===== src/rtl/bus_select_pipe_if.sv =====
// Bus source selector interface: one-hot source enables and words in,
// registered bus word, winner index and conflict debug state out.
interface bus_select_pipe_if #(
  parameter int NUM_SRC = 24,
  parameter int DATA_W  = 32,
  parameter int SEL_W   = 5
);
  logic [NUM_SRC*DATA_W-1:0] src_data;
  logic [NUM_SRC-1:0]        src_en;
  logic                      hold;
  logic                      conflict_clr;
  logic [DATA_W-1:0]         bus_out;
  logic [SEL_W-1:0]          bus_sel;
  logic                      bus_valid;
  logic                      conflict;
  logic                      conflict_sticky;
  logic [NUM_SRC-1:0]        conflict_mask;

  // Control side: drives sources and controls, observes the bus.
  modport master (
    output src_data, src_en, hold, conflict_clr,
    input  bus_out, bus_sel, bus_valid, conflict, conflict_sticky, conflict_mask
  );

  // Selector side.
  modport slave (
    input  src_data, src_en, hold, conflict_clr,
    output bus_out, bus_sel, bus_valid, conflict, conflict_sticky, conflict_mask
  );
endinterface


===== src/rtl/bus_select_pipe.sv =====
// Registered bus source selector. Encodes one-hot source enables (lowest
// index wins), registers the chosen word with one cycle of latency, and
// records multi-driver conflicts for debug.
module bus_select_pipe #(
  parameter int NUM_SRC    = 24,
  parameter int DATA_W     = 32,
  parameter int SEL_W      = 5,
  parameter bit HOLD_EMPTY = 1'b1
) (
  input logic             clk,
  input logic             clr_n,
  bus_select_pipe_if.slave bus
);

  // Reject parameter sets where the winner index cannot be represented.
  if ((NUM_SRC < 2) || (DATA_W < 1) || ((2 ** SEL_W) < NUM_SRC)) begin : gParamCheck
    $error("bus_select_pipe: illegal NUM_SRC/DATA_W/SEL_W combination");
  end

  logic [DATA_W-1:0] srcWord [NUM_SRC];
  logic              anyEn;
  logic              multiEn;
  logic [SEL_W-1:0]  winnerIdx;
  logic [DATA_W-1:0] winnerData;
  logic              conflictCond;

  logic [DATA_W-1:0]  busOutReg;
  logic [SEL_W-1:0]   busSelReg;
  logic               busValidReg;
  logic               conflictReg;
  logic               stickyReg;
  logic [NUM_SRC-1:0] maskReg;

  // Unflatten the source bus into one word per source.
  for (genvar gi = 0; gi < NUM_SRC; gi++) begin : gSrcWord
    assign srcWord[gi] = bus.src_data[gi*DATA_W +: DATA_W];
  end

  // Priority encode the enables and detect a second active enable; only the
  // ">= 2" decision is needed, so a running "seen one already" flag suffices.
  always_comb begin
    anyEn      = 1'b0;
    multiEn    = 1'b0;
    winnerIdx  = '0;
    winnerData = '0;
    for (int i = 0; i < NUM_SRC; i++) begin
      if (bus.src_en[i]) begin
        if (anyEn) begin
          multiEn = 1'b1;
        end else begin
          winnerIdx  = SEL_W'(i);
          winnerData = srcWord[i];
        end
        anyEn = 1'b1;
      end
    end
  end

  // A frozen bus never reports a conflict.
  assign conflictCond = multiEn & ~bus.hold;

  // Bus word, winner index and valid flag; frozen while hold is high.
  always_ff @(posedge clk or negedge clr_n) begin
    if (!clr_n) begin
      busOutReg   <= '0;
      busSelReg   <= '0;
      busValidReg <= 1'b0;
    end else if (!bus.hold) begin
      if (anyEn) begin
        busOutReg   <= winnerData;
        busSelReg   <= winnerIdx;
        busValidReg <= 1'b1;
      end else begin
        busSelReg   <= '0;
        busValidReg <= 1'b0;
        if (!HOLD_EMPTY) begin
          busOutReg <= '0;
        end
      end
    end
  end

  // Conflict pulse, sticky flag (set beats clear) and first-conflict snapshot.
  always_ff @(posedge clk or negedge clr_n) begin
    if (!clr_n) begin
      conflictReg <= 1'b0;
      stickyReg   <= 1'b0;
      maskReg     <= '0;
    end else begin
      conflictReg <= conflictCond;
      stickyReg   <= conflictCond | (stickyReg & ~bus.conflict_clr);
      if (conflictCond && (!stickyReg || bus.conflict_clr)) begin
        maskReg <= bus.src_en;
      end else if (bus.conflict_clr) begin
        maskReg <= '0;
      end
    end
  end

  assign bus.bus_out         = busOutReg;
  assign bus.bus_sel         = busSelReg;
  assign bus.bus_valid       = busValidReg;
  assign bus.conflict        = conflictReg;
  assign bus.conflict_sticky = stickyReg;
  assign bus.conflict_mask   = maskReg;

endmodule


===== src/flat_wrapper.sv =====
// flat-port wrapper written by rule: the top's interface ports become plain ports
module bus_select_pipe_flat 
#(
  parameter int NUM_SRC    = 24,
  parameter int DATA_W     = 32,
  parameter int SEL_W      = 5,
  parameter bit HOLD_EMPTY = 1'b1
)
  (clk, clr_n, bus_src_data, bus_src_en, bus_hold, bus_conflict_clr, bus_bus_out, bus_bus_sel, bus_bus_valid, bus_conflict, bus_conflict_sticky, bus_conflict_mask);
  bus_select_pipe_if #(.NUM_SRC(NUM_SRC), .DATA_W(DATA_W), .SEL_W(SEL_W)) bus_i ();
  input logic clk;
  input logic clr_n;
  input wire logic [$bits(bus_i.src_data)-1:0] bus_src_data;
  input wire logic [$bits(bus_i.src_en)-1:0] bus_src_en;
  input wire logic [$bits(bus_i.hold)-1:0] bus_hold;
  input wire logic [$bits(bus_i.conflict_clr)-1:0] bus_conflict_clr;
  output wire logic [$bits(bus_i.bus_out)-1:0] bus_bus_out;
  output wire logic [$bits(bus_i.bus_sel)-1:0] bus_bus_sel;
  output wire logic [$bits(bus_i.bus_valid)-1:0] bus_bus_valid;
  output wire logic [$bits(bus_i.conflict)-1:0] bus_conflict;
  output wire logic [$bits(bus_i.conflict_sticky)-1:0] bus_conflict_sticky;
  output wire logic [$bits(bus_i.conflict_mask)-1:0] bus_conflict_mask;
  assign bus_i.src_data = bus_src_data;
  assign bus_i.src_en = bus_src_en;
  assign bus_i.hold = bus_hold;
  assign bus_i.conflict_clr = bus_conflict_clr;
  assign bus_bus_out = bus_i.bus_out;
  assign bus_bus_sel = bus_i.bus_sel;
  assign bus_bus_valid = bus_i.bus_valid;
  assign bus_conflict = bus_i.conflict;
  assign bus_conflict_sticky = bus_i.conflict_sticky;
  assign bus_conflict_mask = bus_i.conflict_mask;
  bus_select_pipe #(.NUM_SRC(NUM_SRC), .DATA_W(DATA_W), .SEL_W(SEL_W), .HOLD_EMPTY(HOLD_EMPTY)) u_core (.clk(clk), .clr_n(clr_n), .bus(bus_i));
endmodule

===== config.mk =====
export PLATFORM = sky130hd
export DESIGN_NAME = bus_select_pipe_flat
export DESIGN_NICKNAME = d
export VERILOG_FILES = /design/src/rtl/bus_select_pipe_if.sv /design/src/rtl/bus_select_pipe.sv /design/src/flat_wrapper.sv
export SDC_FILE = /design/constraint.sdc
export NUM_CORES = 1
export LEC_CHECK = 0
export CORE_AREA = 2 2 334 336
export DETAILED_ROUTE_END_ITERATION = 10
export DIE_AREA = 0 0 336 338
export GPL_ROUTABILITY_DRIVEN = 0
export GPL_TIMING_DRIVEN = 0
export MAX_ROUTING_LAYER = met4
export PLACE_DENSITY = 0.3
export SYNTH_ARGS = -nofsm -noshare
export SYNTH_HDL_FRONTEND = slang
export SYNTH_SLANG_ARGS = --single-unit

===== constraint.sdc =====
create_clock -name clk -period 1.15 [get_ports clk]
set_input_delay 0.345 -clock clk [delete_from_list [all_inputs] [get_ports clk]]
set_output_delay 0.345 -clock clk [all_outputs]
set_load 0.01 [all_outputs]

======== Yosys cells after proc, flatten, opt, wreduce, memory -nomap -nowiden ========
Cells that the tools add are included.
storage, ports and cells
  register bits ........................... 64
  word-level logic and storage cells ...... 183
cells by class
  muxes and demuxes ....................... 167
  bitwise gates (word level) .............. 5
  reductions and logical operators ........ 5
operators by type and width
  operator           number
  $mux 32            47
  $mux 5             46
  $mux 1             72
  $mux 24            2
  $and 1x1->1        2
  $not 1->1          2
  $reduce_and 2->1   1
  $reduce_bool 2->1  1
  $logic_and 1x1->1  1
  $logic_not 1->1    1
  $logic_or 1x1->1   1
  $or 1x1->1         1

======== Longest topological paths before layout ========
Gate-level depths: netlist of the first run.
  depth after elaboration ................. 50
  depth in mapped cells ................... 12
  gate-level depth less buffers ........... 8

======== Worst setup path after synthesis of the first run ========
Ideal clock, no wire load.
  path type ............................... input port to flip-flop
  start point ............................. input bus_src_en[0]
  end point ............................... register u_core.maskReg[5], in the netlist u_core.bus.conflict_mask[5]
  library setup time ...................... 0.121 ns
  arrival time ............................ 2.454 ns
  path slack .............................. -1.425 ns
  stages on the path ...................... 12
  path buffers ............................ 4
  path through ............................ buf_6 -> nor4_4 -> nand4_1 -> buf_2 -> a2111oi_2 -> nor3_1 -> nor4_2 -> a21oi_1 -> and2_1 -> buf_6 -> buf_6 -> a22o_1
on the way
  longest elaborated chain between the ends .. 50
  elaborated cells between the ends (all ways) .. 73
  those cells by class .................... 70 x mux; 1 x bitwise; 2 x reduce/logical
RTL lines
  what                                                 line                   source
  start: declaration                                   flat_wrapper.sv:14     input wire logic [$bits(bus_i.src_en)-1:0] bus_src_en;
  $mux 1 (*)                                           bus_select_pipe.sv:47  if (bus.src_en[i]) begin
  $mux 1                                               bus_select_pipe.sv:48  if (anyEn) begin
  $mux 1                                               bus_select_pipe.sv:47
  $mux 1                                               bus_select_pipe.sv:48
  $mux 1                                               bus_select_pipe.sv:47
  $mux 1                                               bus_select_pipe.sv:48
  $mux 1                                               bus_select_pipe.sv:47
  $mux 1                                               bus_select_pipe.sv:48
  (+35 left out)                                       n/a
  $mux 1                                               bus_select_pipe.sv:48
  $mux 1                                               bus_select_pipe.sv:47
  $mux 1                                               bus_select_pipe.sv:48
  $mux 1 (*)                                           bus_select_pipe.sv:47
  $and 1x1->1 (*)                                      bus_select_pipe.sv:60  assign conflictCond = multiEn & ~bus.hold;
  net u_core.conflictCond                              bus_select_pipe.sv:25  logic conflictCond;
  $logic_and 1x1->1 (*)                                bus_select_pipe.sv:92  if (conflictCond && (!stickyReg || bus.conflict_clr)) begin
  $mux 24 / $reduce_bool 2->1 (equally long branches)  n/a
  end signal: assignment                               bus_select_pipe.sv:93  maskReg <= bus.src_en;
  end: declaration                                     bus_select_pipe.sv:32  logic [NUM_SRC-1:0] maskReg;
The timed path passes the listed nets; every way through them passes the cells marked *.
A chain may end at the register's enable or synchronous reset.

======== Final worst setup path of the first run ========
  start point ............................. input bus_src_en[3]
  end point ............................... register u_core.busOutReg[6], in the netlist u_core.bus.bus_out[6]
on the way
  longest elaborated chain between the ends .. 41
  elaborated cells between the ends (all ways) .. 63
  those cells by class .................... 62 x mux; 1 x reduce/logical
RTL lines
  what                                      line                   source
  $mux 32 / $mux 1 (equally long branches)  bus_select_pipe.sv:47
  $mux 32                                   bus_select_pipe.sv:48
  $mux 32                                   bus_select_pipe.sv:47
  $mux 32                                   bus_select_pipe.sv:48
  $mux 32                                   bus_select_pipe.sv:47
  $mux 32                                   bus_select_pipe.sv:48
  $mux 32                                   bus_select_pipe.sv:47
  $mux 32                                   bus_select_pipe.sv:48
  (+25 left out)                            n/a
  $mux 32                                   bus_select_pipe.sv:48
  $mux 32                                   bus_select_pipe.sv:47
  $mux 32                                   bus_select_pipe.sv:48
  $mux 32                                   bus_select_pipe.sv:47
  $mux 32                                   bus_select_pipe.sv:48
  $mux 32                                   bus_select_pipe.sv:47
  $mux 32                                   bus_select_pipe.sv:48
  $mux 32                                   bus_select_pipe.sv:47
  end signal: assignment                    bus_select_pipe.sv:70  busOutReg <= winnerData;
  end: declaration                          bus_select_pipe.sv:27  logic [DATA_W-1:0] busOutReg;
Several ways; a longest one is shown, not always the timed one.

==> impl_metrics.csv, run 1 <==
group,metric,value,unit
place,place.port_buffers,854,
layout,nets,3457,
layout,fill_cells,12146,
detailed_routing,dr.pass1.iters,6,
yosys,ys_ff_latch,64,
place,dpl.hpwl,123000,µm
yosys,synth_nets,2373,
sta,slew_headroom,0.466,
worst_setup_path,path_cells,"buf_8 -> buf_6 -> or4_4 -> or3_4 -> buf_6 -> buf_6 -> o22ai_2 -> o21ai_2 -> nand3_4 -> nand3_4 -> a221oi_4 -> o21ai_1",
worst_setup_path,cp_data_required_time,1.42,ns
worst_setup_path,critical-path-slowest-cell,"or4_4",
power,clkPwrFrac,0.241,
grt,grt_overflow,0,
cts,cts_sinks,64,
worst_setup_path,path_buf_inv,4,
sta,worstMarginPinSlew,0.799,ns
yosys,synth_area_leaders,"dfrtp_1 (16%), a21oi_1 (11%), o21ai_0 (7.6%)",
yosys,seq_area_frac_synth,0.157,
layout,layout_common_cells,"clkdlybuf4s50_1 (771), a21oi_1 (182), buf_4 (163)",
worst_setup_path,critPathLaunchType,"primary input",
sta,skew,0.0132,ns
grt,track_usage,0.252,
floorplan,dieHeight,338,µm
floorplan,die_w,336,µm
sta,fin_crit_sh,2.19,
power,power_leakage,9.91,nW
sta,setup_viol_count_final,128,
power,power_frac_comb,0.574,
sta,rsz0062_at_grt,"true",
layout,drive_gt1_frac,0.294,
cts,cts-htree-levels,3,
status,status,"finished with violations",
detailed_routing,drt_iter0_drc,1537,
power,intPower,8.86,mW
sta,finalSetupTns,-85.08,ns
detailed_routing,drt-total-wl,146000,µm
floorplan,start_util,0.0924,
place,post-place-ws,-4.19,ns
power,switching_share,0.381,
worst_setup_path,slowest_delay,0.53,ns
worst_setup_path,path_common_cell,"buf_6",
yosys,synth-main-ff-cell,"dfrtp_1",
power,power_density,533,nW/µm²
sta,slew_viol_final,0,
yosys,yosysTopAreaCellShare,0.157,
cts,clockBufferDepth,2,
detailed_routing,ant_nets,0,
power,seq_power_share,0.185,
cts,clk_latency,0.38,ns
layout,layoutNonFillerInstCount,4214,
yosys,async_flop_share,1.00,
floorplan,num_io_pins,860,
status,violations,"negative setup slack",
worst_setup_path,crit_arrival,2.79,ns
grt,grt_max_degree,39,
detailed_routing,via_count,19171,
power,peakVddDrop,0.701,mV
power,p_switching,5.45,mW
yosys,avgSynthCellArea,6.45,µm²
layout,syn2layout_area_growth,164,%
worst_setup_path,worstSetupEndpointType,"flop",
floorplan,fp-row-count,122,
yosys,netlist_area,10200,µm²
flow_run,max-cap-violations,0,
detailed_routing,wl_per_cell,34.6,µm
grt,antenna_found_initial,67,
detailed_routing,drc,0,
grt,grt_pass1_vias,19819,
worst_setup_path,critPathTopFamily,"simple AND/OR/NAND/NOR gates",
worst_setup_path,path_class,"primary input to flop",
sta,post-route-min-period,2.52,ns
sta,max_freq,0.397,GHz
yosys,yosys.area.top_type,"dfrtp_1",
yosys,yosysUniqueCellTypes,67,
layout,seq_area,1600,µm²
layout,final_common_cell,"clkdlybuf4s50_1",
layout,multi_input_area,10200,µm²
min_path,hold_class,"primary input to flop",
cts,clk_pin_slew,0.08,ns
grt,grt_pass1_wl,186000,µm
yosys,yosys_warnings,0,
worst_setup_path,critical_path.max_fanout,8,
floorplan,die_area,114000,µm²
yosys,synth_cells,1577,
cts,cts_root_buffer,"clkbuf_16",
cts,cts_buffers,9,
sta,setup_slack,-1.37,ns
sta,hold_viol,0,
cts,cts_tree,"done",
floorplan,core,110000,µm²
place,dpl.cell_count,3921,
yosys,synth_edf_count,0,
detailed_routing,via_per_inst,4.55,
layout,utilization,0.244,
## routing by layer
metal  vias to the layer above  track usage  routed length (µm)  part of all wire
li1                       8433            -                   -                 -
met1                      9710        0.339               67300              0.46
met2                       900        0.380               64400              0.44
met3                       128       0.0566               10600             0.072
met4                         0       0.0611                3600             0.025
met5                         -            -                   0                 0
## cell type report
type / count / area share
plain buffers: 150 / 0.0645
repair buffers: 1082 / 0.406
clock inverters: 6 / 0.00340
multi-input cells: 1335 / 0.379
diodes: 60 / 0.00559
clock buffers: 10 / 0.00890
flip-flops and latches: 64 / 0.0597
well taps: 1488 / 0.0693
inverters: 19 / 0.00303
## flip-flops by register name (all words and copies together) (netlist names)
| register | cells |
|---|---|
| u_core.bus.bus_out | 32 |
| u_core.bus.conflict_mask | 24 |
| u_core.bus.bus_sel | 5 |
| u_core.bus.bus_valid | 1 |
| u_core.bus.conflict | 1 |
| u_core.bus.conflict_sticky | 1 |
## worst reg2reg max path: stages (launching register included)
cell and delay, ns:
dfrtp_1 0.41, a211oi_1 0.27, nor2_2 0.08, buf_4 0.16
buf_4 0.14, a22o_1 0.22
## cell families after synthesis
group           share of synthesized area
compound gates                      0.512
buf+inv                            0.0716
flops                               0.157
mux                                0.0111
simple gates                        0.248
## power by group through the flow
stage,sequential [mW],combinational (mW),clock (mW)
finish,2.65,8.21,3.45
global route,2.68,8.58,3.58
CTS,2.65,8.05,3.51
detailed placement,2.66,6.91,0
global placement,2.65,6.90,0
floorplan,2.74,1.64,0
## what timing repair did
action / CTS / global route
endpoints found under the hold margin: 26 / 0
gates cloned: 7 / 3
setup endpoints to repair: 128 / 160
resized for setup: 1118 / 169
hold buffers: 1 / 0
pin swaps: 141 / 111
buffers inserted: 159 / 62
## through the flow
stage / area, µm² / power, mW / hold slack [ns]
global placement: 21000 / 9.55 / 0.476
CTS: 25600 / 14.2 / 0.242
floorplan: 10600 / 4.37 / 0.0494
detailed placement: 21000 / 9.57 / 0.348
finish: 26800 / 14.3 / 0.241
global route: 26800 / 14.8 / 0.224
## worst paths after layout
path                       depth (start not counted)  slack [ns]                                 start                                      end
setup / recovery                                  12       -1.37                         bus_src_en[3]        u_core.bus.bus_out[6]$_DFFE_PN0P_
hold / removal                                     2        0.24                         bus_src_en[5]  u_core.bus.conflict_mask[5]$_DFFE_PN0P_
setup reg to reg                                   5       -0.25  u_core.bus.conflict_sticky$_DFF_PN0_  u_core.bus.conflict_mask[1]$_DFFE_PN0P_
hold reg to reg                                    2        0.53     u_core.bus.bus_sel[2]$_DFFE_PN0N_        u_core.bus.bus_sel[2]$_DFFE_PN0N_
max in group asynchronous                          3        0.14                                 clr_n  u_core.bus.conflict_mask[2]$_DFFE_PN0P_
min in group asynchronous                          2        0.42                                 clr_n        u_core.bus.bus_out[9]$_DFFE_PN0P_
## synth_stat cells, drive strengths merged (9+ instances only)
cell    number
a21oi      227
a221oi      40
nand2b      10
o22ai       88
o221ai      25
a22oi       23
a222oi      13
nor3        35
a211oi      40
inv         17
nand3       37
a31oi       22
clkbuf     120
nor2       128
a22o        31
nand2      176
or3         20
buf         39
nand4       17
dfrtp       64
and2        21
and3        21
o21ai      159
nor2b       22
o31a        16
a221o       16
nor4        11
o211ai      22
o21a        19
mux2i        9
(Power assumes the default switching activity.)
==> inputs of run 2 (changes only) <==
--- a/config.mk
+++ b/config.mk
@@ -5,9 +5,9 @@
 export SDC_FILE = /design/constraint.sdc
 export NUM_CORES = 1
 export LEC_CHECK = 0
-export CORE_AREA = 2 2 334 336
+export CORE_AREA = 2 2 336 338
 export DETAILED_ROUTE_END_ITERATION = 10
-export DIE_AREA = 0 0 336 338
+export DIE_AREA = 0 0 338 340
 export GPL_ROUTABILITY_DRIVEN = 0
 export GPL_TIMING_DRIVEN = 0
 export MAX_ROUTING_LAYER = met4
==> constraint.sdc (replaced) <==
create_clock -name clk -period 1.15 [get_ports clk]
set_input_delay 0.1725 -clock clk [delete_from_list [all_inputs] [get_ports clk]]
set_output_delay 0.1725 -clock clk [all_outputs]
set_load 0.01 [all_outputs]
==> impl_metrics.csv, run 2 (synthesis gave the netlist of run 1 again) <==
group,metric,value,unit
detailed_routing,drt-total-wl,145000,µm
cts,clockBufferDepth,2,
place,dpl.hpwl,123000,µm
sta,setup_viol_count_final,64,
cts,cts_tree,"done",
sta,hold_viol,0,
layout,drive_gt1_frac,0.281,
detailed_routing,ant_nets,0,
floorplan,fp-row-count,123,
power,power_leakage,9.50,nW
layout,nets,3389,
cts,cts_buffers,9,
grt,grt_pass1_wl,185000,µm
cts,cts_root_buffer,"clkbuf_16",
cts,cts-htree-levels,3,
worst_setup_path,crit_arrival,2.63,ns
floorplan,dieHeight,340,µm
grt,top_usage_layer,"met2",
cts,clk_latency,0.38,ns
floorplan,die_area,115000,µm²
sta,slew_headroom,0.341,
place,post-place-ws,-4.42,ns
detailed_routing,dr.pass1.iters,5,
layout,layout_common_cells,"clkdlybuf4s50_1 (771), a21oi_1 (181), nand2_1 (158)",
detailed_routing,wl_per_cell,35.0,µm
min_path,hold_class,"primary input to flop",
sta,post-route-min-period,2.36,ns
detailed_routing,drc,0,
place,place.port_buffers,854,
status,status,"finished with violations",
floorplan,num_io_pins,860,
worst_setup_path,critPathLaunchType,"primary input",
grt,use_met2,0.375,
detailed_routing,drt_iter0_drc,1629,
power,power_density,524,nW/µm²
floorplan,core,112000,µm²
power,peakVddDrop,0.589,mV
sta,fin_crit_sh,2.05,
grt,grt_overflow,0,
sta,max_freq,0.424,GHz
grt,use_met3,0.0599,
layout,syn2layout_area_growth,158,%
cts,cts_sinks,64,
grt,grt_max_degree,36,
floorplan,die_w,338,µm
grt,track_usage,0.249,
sta,setup_slack,-1.21,ns
sta,skew,0.0103,ns
layout,final_common_cell,"clkdlybuf4s50_1",
worst_setup_path,cp_data_required_time,1.42,ns
sta,finalSetupTns,-66.64,ns
cts,clk_pin_slew,0.08,ns
worst_setup_path,critical_path.max_fanout,6,
flow_run,max-cap-violations,0,
floorplan,start_util,0.0912,
sta,worstMarginPinSlew,0.982,ns
grt,grt_pass1_vias,19368,
worst_setup_path,worstSetupEndpointType,"flop",
worst_setup_path,path_class,"primary input to flop",
detailed_routing,via_per_inst,4.58,
layout,largest_register_ffs,32,
sta,slew_viol_final,0,
sta,rsz0062_at_grt,"true",
detailed_routing,via_count,19009,
grt,antenna_found_initial,57,
status,violations,"negative setup slack",
grt,grt_use_met1,0.332,
[run 2: cell types whose count changed in the layout (fill, tap and decap cells not counted), sizes merged, moves of 2 or more]
cell	before	now
buf	347	245
clkinv	5	7
diode	60	52
clkbuf	116	146
[run 2: repair_timing]
action | CTS | global route
gates cloned | 13 | 3
setup endpoints to repair | 128 | 109
hold buffers | 1 | 0
gates resized for setup | 836 | 313
hold endpoints to repair | 29 | 0
pin swaps | 161 | 133
setup buffers | 93 | 56
[run 2: power by group]
group | switching (mW) | internal [mW]
combinational | 3.86 | 4.11
clock | 1.45 | 1.69
sequential | 0.148 | 2.48
[run 2: worst max-delay path: stages]
cell and delay [ns]:
buf_12 0.11, buf_6 0.10, or4_4 0.59, or3_4 0.47
clkbuf_16 0.22, o22ai_4 0.17, a211oi_2 0.08, o22ai_2 0.19
nand2_2 0.17, a21oi_4 0.26, o31ai_2 0.07
[run 2: final cells by class]
type | count | area, µm²
repair buffers | 1013 | 10000
diodes | 52 | 130
well taps | 1500 | 1880
plain buffers | 150 | 1760
clock inverters | 7 | 71.3
flip-flops and latches | 64 | 1600
clock buffers | 9 | 225
multi-input cells | 1336 | 10400
inverters | 19 | 80.1
fillers | 12303 | 85400
[run 2: path summary, 6_finish.rpt]
kind,startpoint,endpoint,slack (ns),cells after the start
min in group asynchronous,clr_n,u_core.bus.bus_out[16]$_DFFE_PN0P_,0.30,2
worst max register to register,u_core.bus.conflict_sticky$_DFF_PN0_,u_core.bus.conflict_mask[12]$_DFFE_PN0P_,-0.26,6
worst min-delay path,bus_src_en[5],u_core.bus.conflict_mask[5]$_DFFE_PN0P_,0.14,2
max in group asynchronous,clr_n,u_core.bus.conflict_mask[2]$_DFFE_PN0P_,0.20,3
worst min register to register,u_core.bus.bus_sel[2]$_DFFE_PN0N_,u_core.bus.bus_sel[2]$_DFFE_PN0N_,0.48,2
worst max-delay path,bus_src_en[1],u_core.bus.bus_out[25]$_DFFE_PN0P_,-1.21,11
[run 2: metal layers]
metal  part of all wire  up-vias
met1               0.46     9607
met4              0.022        0
li1                   -     8298
met3              0.076      104
met2               0.45     1000
met5                  0        -
[run 2: stage by stage]
| stage | cells | hold slack [ns] | area (µm²) | total power, mW | utilization |
|---|---|---|---|---|---|
| 6_report | 4150 | 0.142 | 26200 | 13.7 | 0.235 |
| 5_1_grt | 4139 | 0.136 | 26200 | 14.2 | 0.235 |
| 4_1_cts | 4049 | 0.111 | 25000 | 13.7 | 0.224 |
| 3_5_place_dp | 3932 | 0.177 | 21000 | 9.59 | 0.188 |
| 3_3_place_gp | 3931 | 0.476 | 21000 | 9.60 | 0.188 |
| 2_1_floorplan | 1577 | -0.123 | 10600 | 4.37 | - |
==> inputs of run 3 (changes only) <==
--- a/config.mk
+++ b/config.mk
@@ -5,9 +5,9 @@
 export SDC_FILE = /design/constraint.sdc
 export NUM_CORES = 1
 export LEC_CHECK = 0
-export CORE_AREA = 2 2 336 338
+export CORE_AREA = 2 2 330 332
 export DETAILED_ROUTE_END_ITERATION = 10
-export DIE_AREA = 0 0 338 340
+export DIE_AREA = 0 0 332 334
 export GPL_ROUTABILITY_DRIVEN = 0
 export GPL_TIMING_DRIVEN = 0
 export MAX_ROUTING_LAYER = met4
==> constraint.sdc (replaced) <==
create_clock -name clk -period 2.2 [get_ports clk]
set_input_delay 0.33 -clock clk [delete_from_list [all_inputs] [get_ports clk]]
set_output_delay 0.33 -clock clk [all_outputs]
set_load 0.01 [all_outputs]
==> impl_metrics.csv, run 3 (synthesis gave the netlist of run 1 again) <==
group,metric,value,unit
status,status,"finished with violations",
status,violations,"negative setup slack",
min_path,hold_class,"primary input to flop",
detailed_routing,drc,0,
cts,cts_root_buffer,"clkbuf_16",
grt,grt_overflow,0,
detailed_routing,drt-total-wl,143000,µm
worst_setup_path,cp_data_required_time,2.47,ns
layout,syn2layout_area_growth,157,%
worst_setup_path,crit_arrival,2.80,ns
layout,fill_cells,11928,
worst_setup_path,critical-path-slowest-cell,"or4_4",
power,peakVddDrop,0.304,mV
grt,grt_pass1_vias,19271,
floorplan,die_area,111000,µm²
cts,clk_pin_slew,0.07,ns
worst_setup_path,path_class,"primary input to flop",
sta,post-route-min-period,2.53,ns
sta,slew_headroom,0.429,
worst_setup_path,critical_path.max_fanout,6,
cts,cts_tree,"done",
place,dpl.hpwl,122000,µm
layout,seq_area,1600,µm²
power,power_leakage,9.33,nW
grt,track_usage,0.253,
sta,setup_viol_count_final,56,
detailed_routing,via_per_inst,4.64,
detailed_routing,via_count,18886,
cts,cts_sinks,64,
floorplan,fp-row-count,121,
place,place.port_buffers,854,
layout,final_common_cell,"clkdlybuf4s50_1",
floorplan,core,108000,µm²
worst_setup_path,critPathLaunchType,"primary input",
grt,grt_max_degree,38,
layout,nets,3390,
layout,multi_input_area,10300,µm²
grt,grt_pass1_wl,185000,µm
worst_setup_path,path_cells,"buf_12 -> buf_6 -> or4_4 -> or3_4 -> clkbuf_16 -> o22ai_4 -> a211oi_2 -> o22ai_2 -> nand2_2 -> a21oi_4 -> o31ai_2",
power,power_density,286,nW/µm²
sta,finalSetupTns,-10.12,ns
cts,clockBufferDepth,2,
sta,fin_crit_sh,1.15,
layout,largest_register_ffs,32,
sta,setup_slack,-0.330,ns
grt,antenna_found_initial,48,
cts,clk_latency,0.38,ns
worst_setup_path,worstSetupEndpointType,"flop",
layout,drive_gt1_frac,0.250,
sta,slew_viol_final,0,
cts,cts_buffers,9,
power,finalPower,7.48,mW
detailed_routing,ant_nets,0,
sta,max_freq,0.395,GHz
worst_setup_path,critPathTopFamily,"simple AND/OR/NAND/NOR gates",
detailed_routing,dr.pass1.iters,7,
cts,cts-htree-levels,3,
sta,skew,0.0152,ns
worst_setup_path,slowest_delay,0.58,ns
worst_setup_path,path_buf_inv,3,
flow_run,max-cap-violations,0,
floorplan,dieHeight,334,µm
detailed_routing,wl_per_cell,35.2,µm
detailed_routing,drt_iter0_drc,1725,
sta,worstMarginPinSlew,0.853,ns
floorplan,start_util,0.0944,
layout,layout_common_cells,"clkdlybuf4s50_1 (835), a21oi_1 (186), nand2_1 (160)",
sta,hold_viol,0,
floorplan,die_w,332,µm
floorplan,num_io_pins,860,
sta,rsz0062_at_grt,"true",
[run 3: changes by cell type in the layout (fill, tap and decap cells not counted), sizes merged, moves of 2 or more]
cell           delta
buf              -31
bufinv            +2
clkbuf           -33
clkdlybuf4s15     +2
clkdlybuf4s50    +64
clkinv            -4
clkinvlp          +2
diode             +4
[run 3: path summary, 6_finish.rpt]
path,from,end,slack [ns],cells past startpoint
max,bus_src_en[1],u_core.bus.bus_out[28]$_DFFE_PN0P_,-0.33,11
min,bus_src_en[5],u_core.bus.conflict_mask[5]$_DFFE_PN0P_,0.36,2
max reg2reg,u_core.bus.conflict_sticky$_DFF_PN0_,u_core.bus.conflict_mask[4]$_DFFE_PN0P_,0.83,5
min reg2reg,u_core.bus.bus_valid$_DFFE_PN0N_,u_core.bus.bus_valid$_DFFE_PN0N_,0.49,2
max in group asynchronous,clr_n,u_core.bus.conflict_mask[5]$_DFFE_PN0P_,1.10,3
min in group asynchronous,clr_n,u_core.bus.bus_out[16]$_DFFE_PN0P_,0.46,2
[run 3: final cells by class]
cell class,instances,share of cell area
Antenna cell,56,0.00536
Tap cell,1414,0.0676
Inverter,19,0.00311
Buffer,150,0.0604
Clock inverter,6,0.00440
Clock buffer,10,0.00913
Multi-Input combinational cell,1337,0.393
Timing Repair Buffer,1013,0.395
Sequential cell,64,0.0612
[run 3: report_power, final]
| group | switching (mW) | internal (mW) |
|---|---|---|
| clock | 0.762 | 1.15 |
| sequential | 0.0788 | 1.29 |
| combinational | 1.98 | 2.22 |
| total | 2.82 | 4.66 |
[run 3: stage by stage]
stage / hold WS, ns / util / setup WS [ns] / instance area [µm²] / std cells
after floorplan: 0.0344 / - / -0.262 / 10400 / 1577
after global placement: 0.470 / 0.192 / -3.68 / 20700 / 3845
after detailed placement: 0.338 / 0.193 / -3.09 / 20800 / 3848
after CTS: 0.371 / 0.231 / -0.343 / 24900 / 3974
after global routing: 0.362 / 0.242 / -0.363 / 26100 / 4053
final: 0.359 / 0.243 / -0.330 / 26200 / 4069
[run 3: layer usage]
metal	up-vias	GRT usage	share of wire
li1	8304	-	-
met1	9516	0.337	0.45
met2	961	0.398	0.45
met3	105	0.0573	0.077
met4	0	0.0386	0.018
met5	-	-	0
[run 3: what timing repair did]
item,in CTS,in global routing
setup endpoints to repair,64,60
hold buffers,1,0
gates cloned,9,6
resized for setup,737,215
pin swaps,134,136
setup buffers,105,39
hold endpoints to repair,27,0
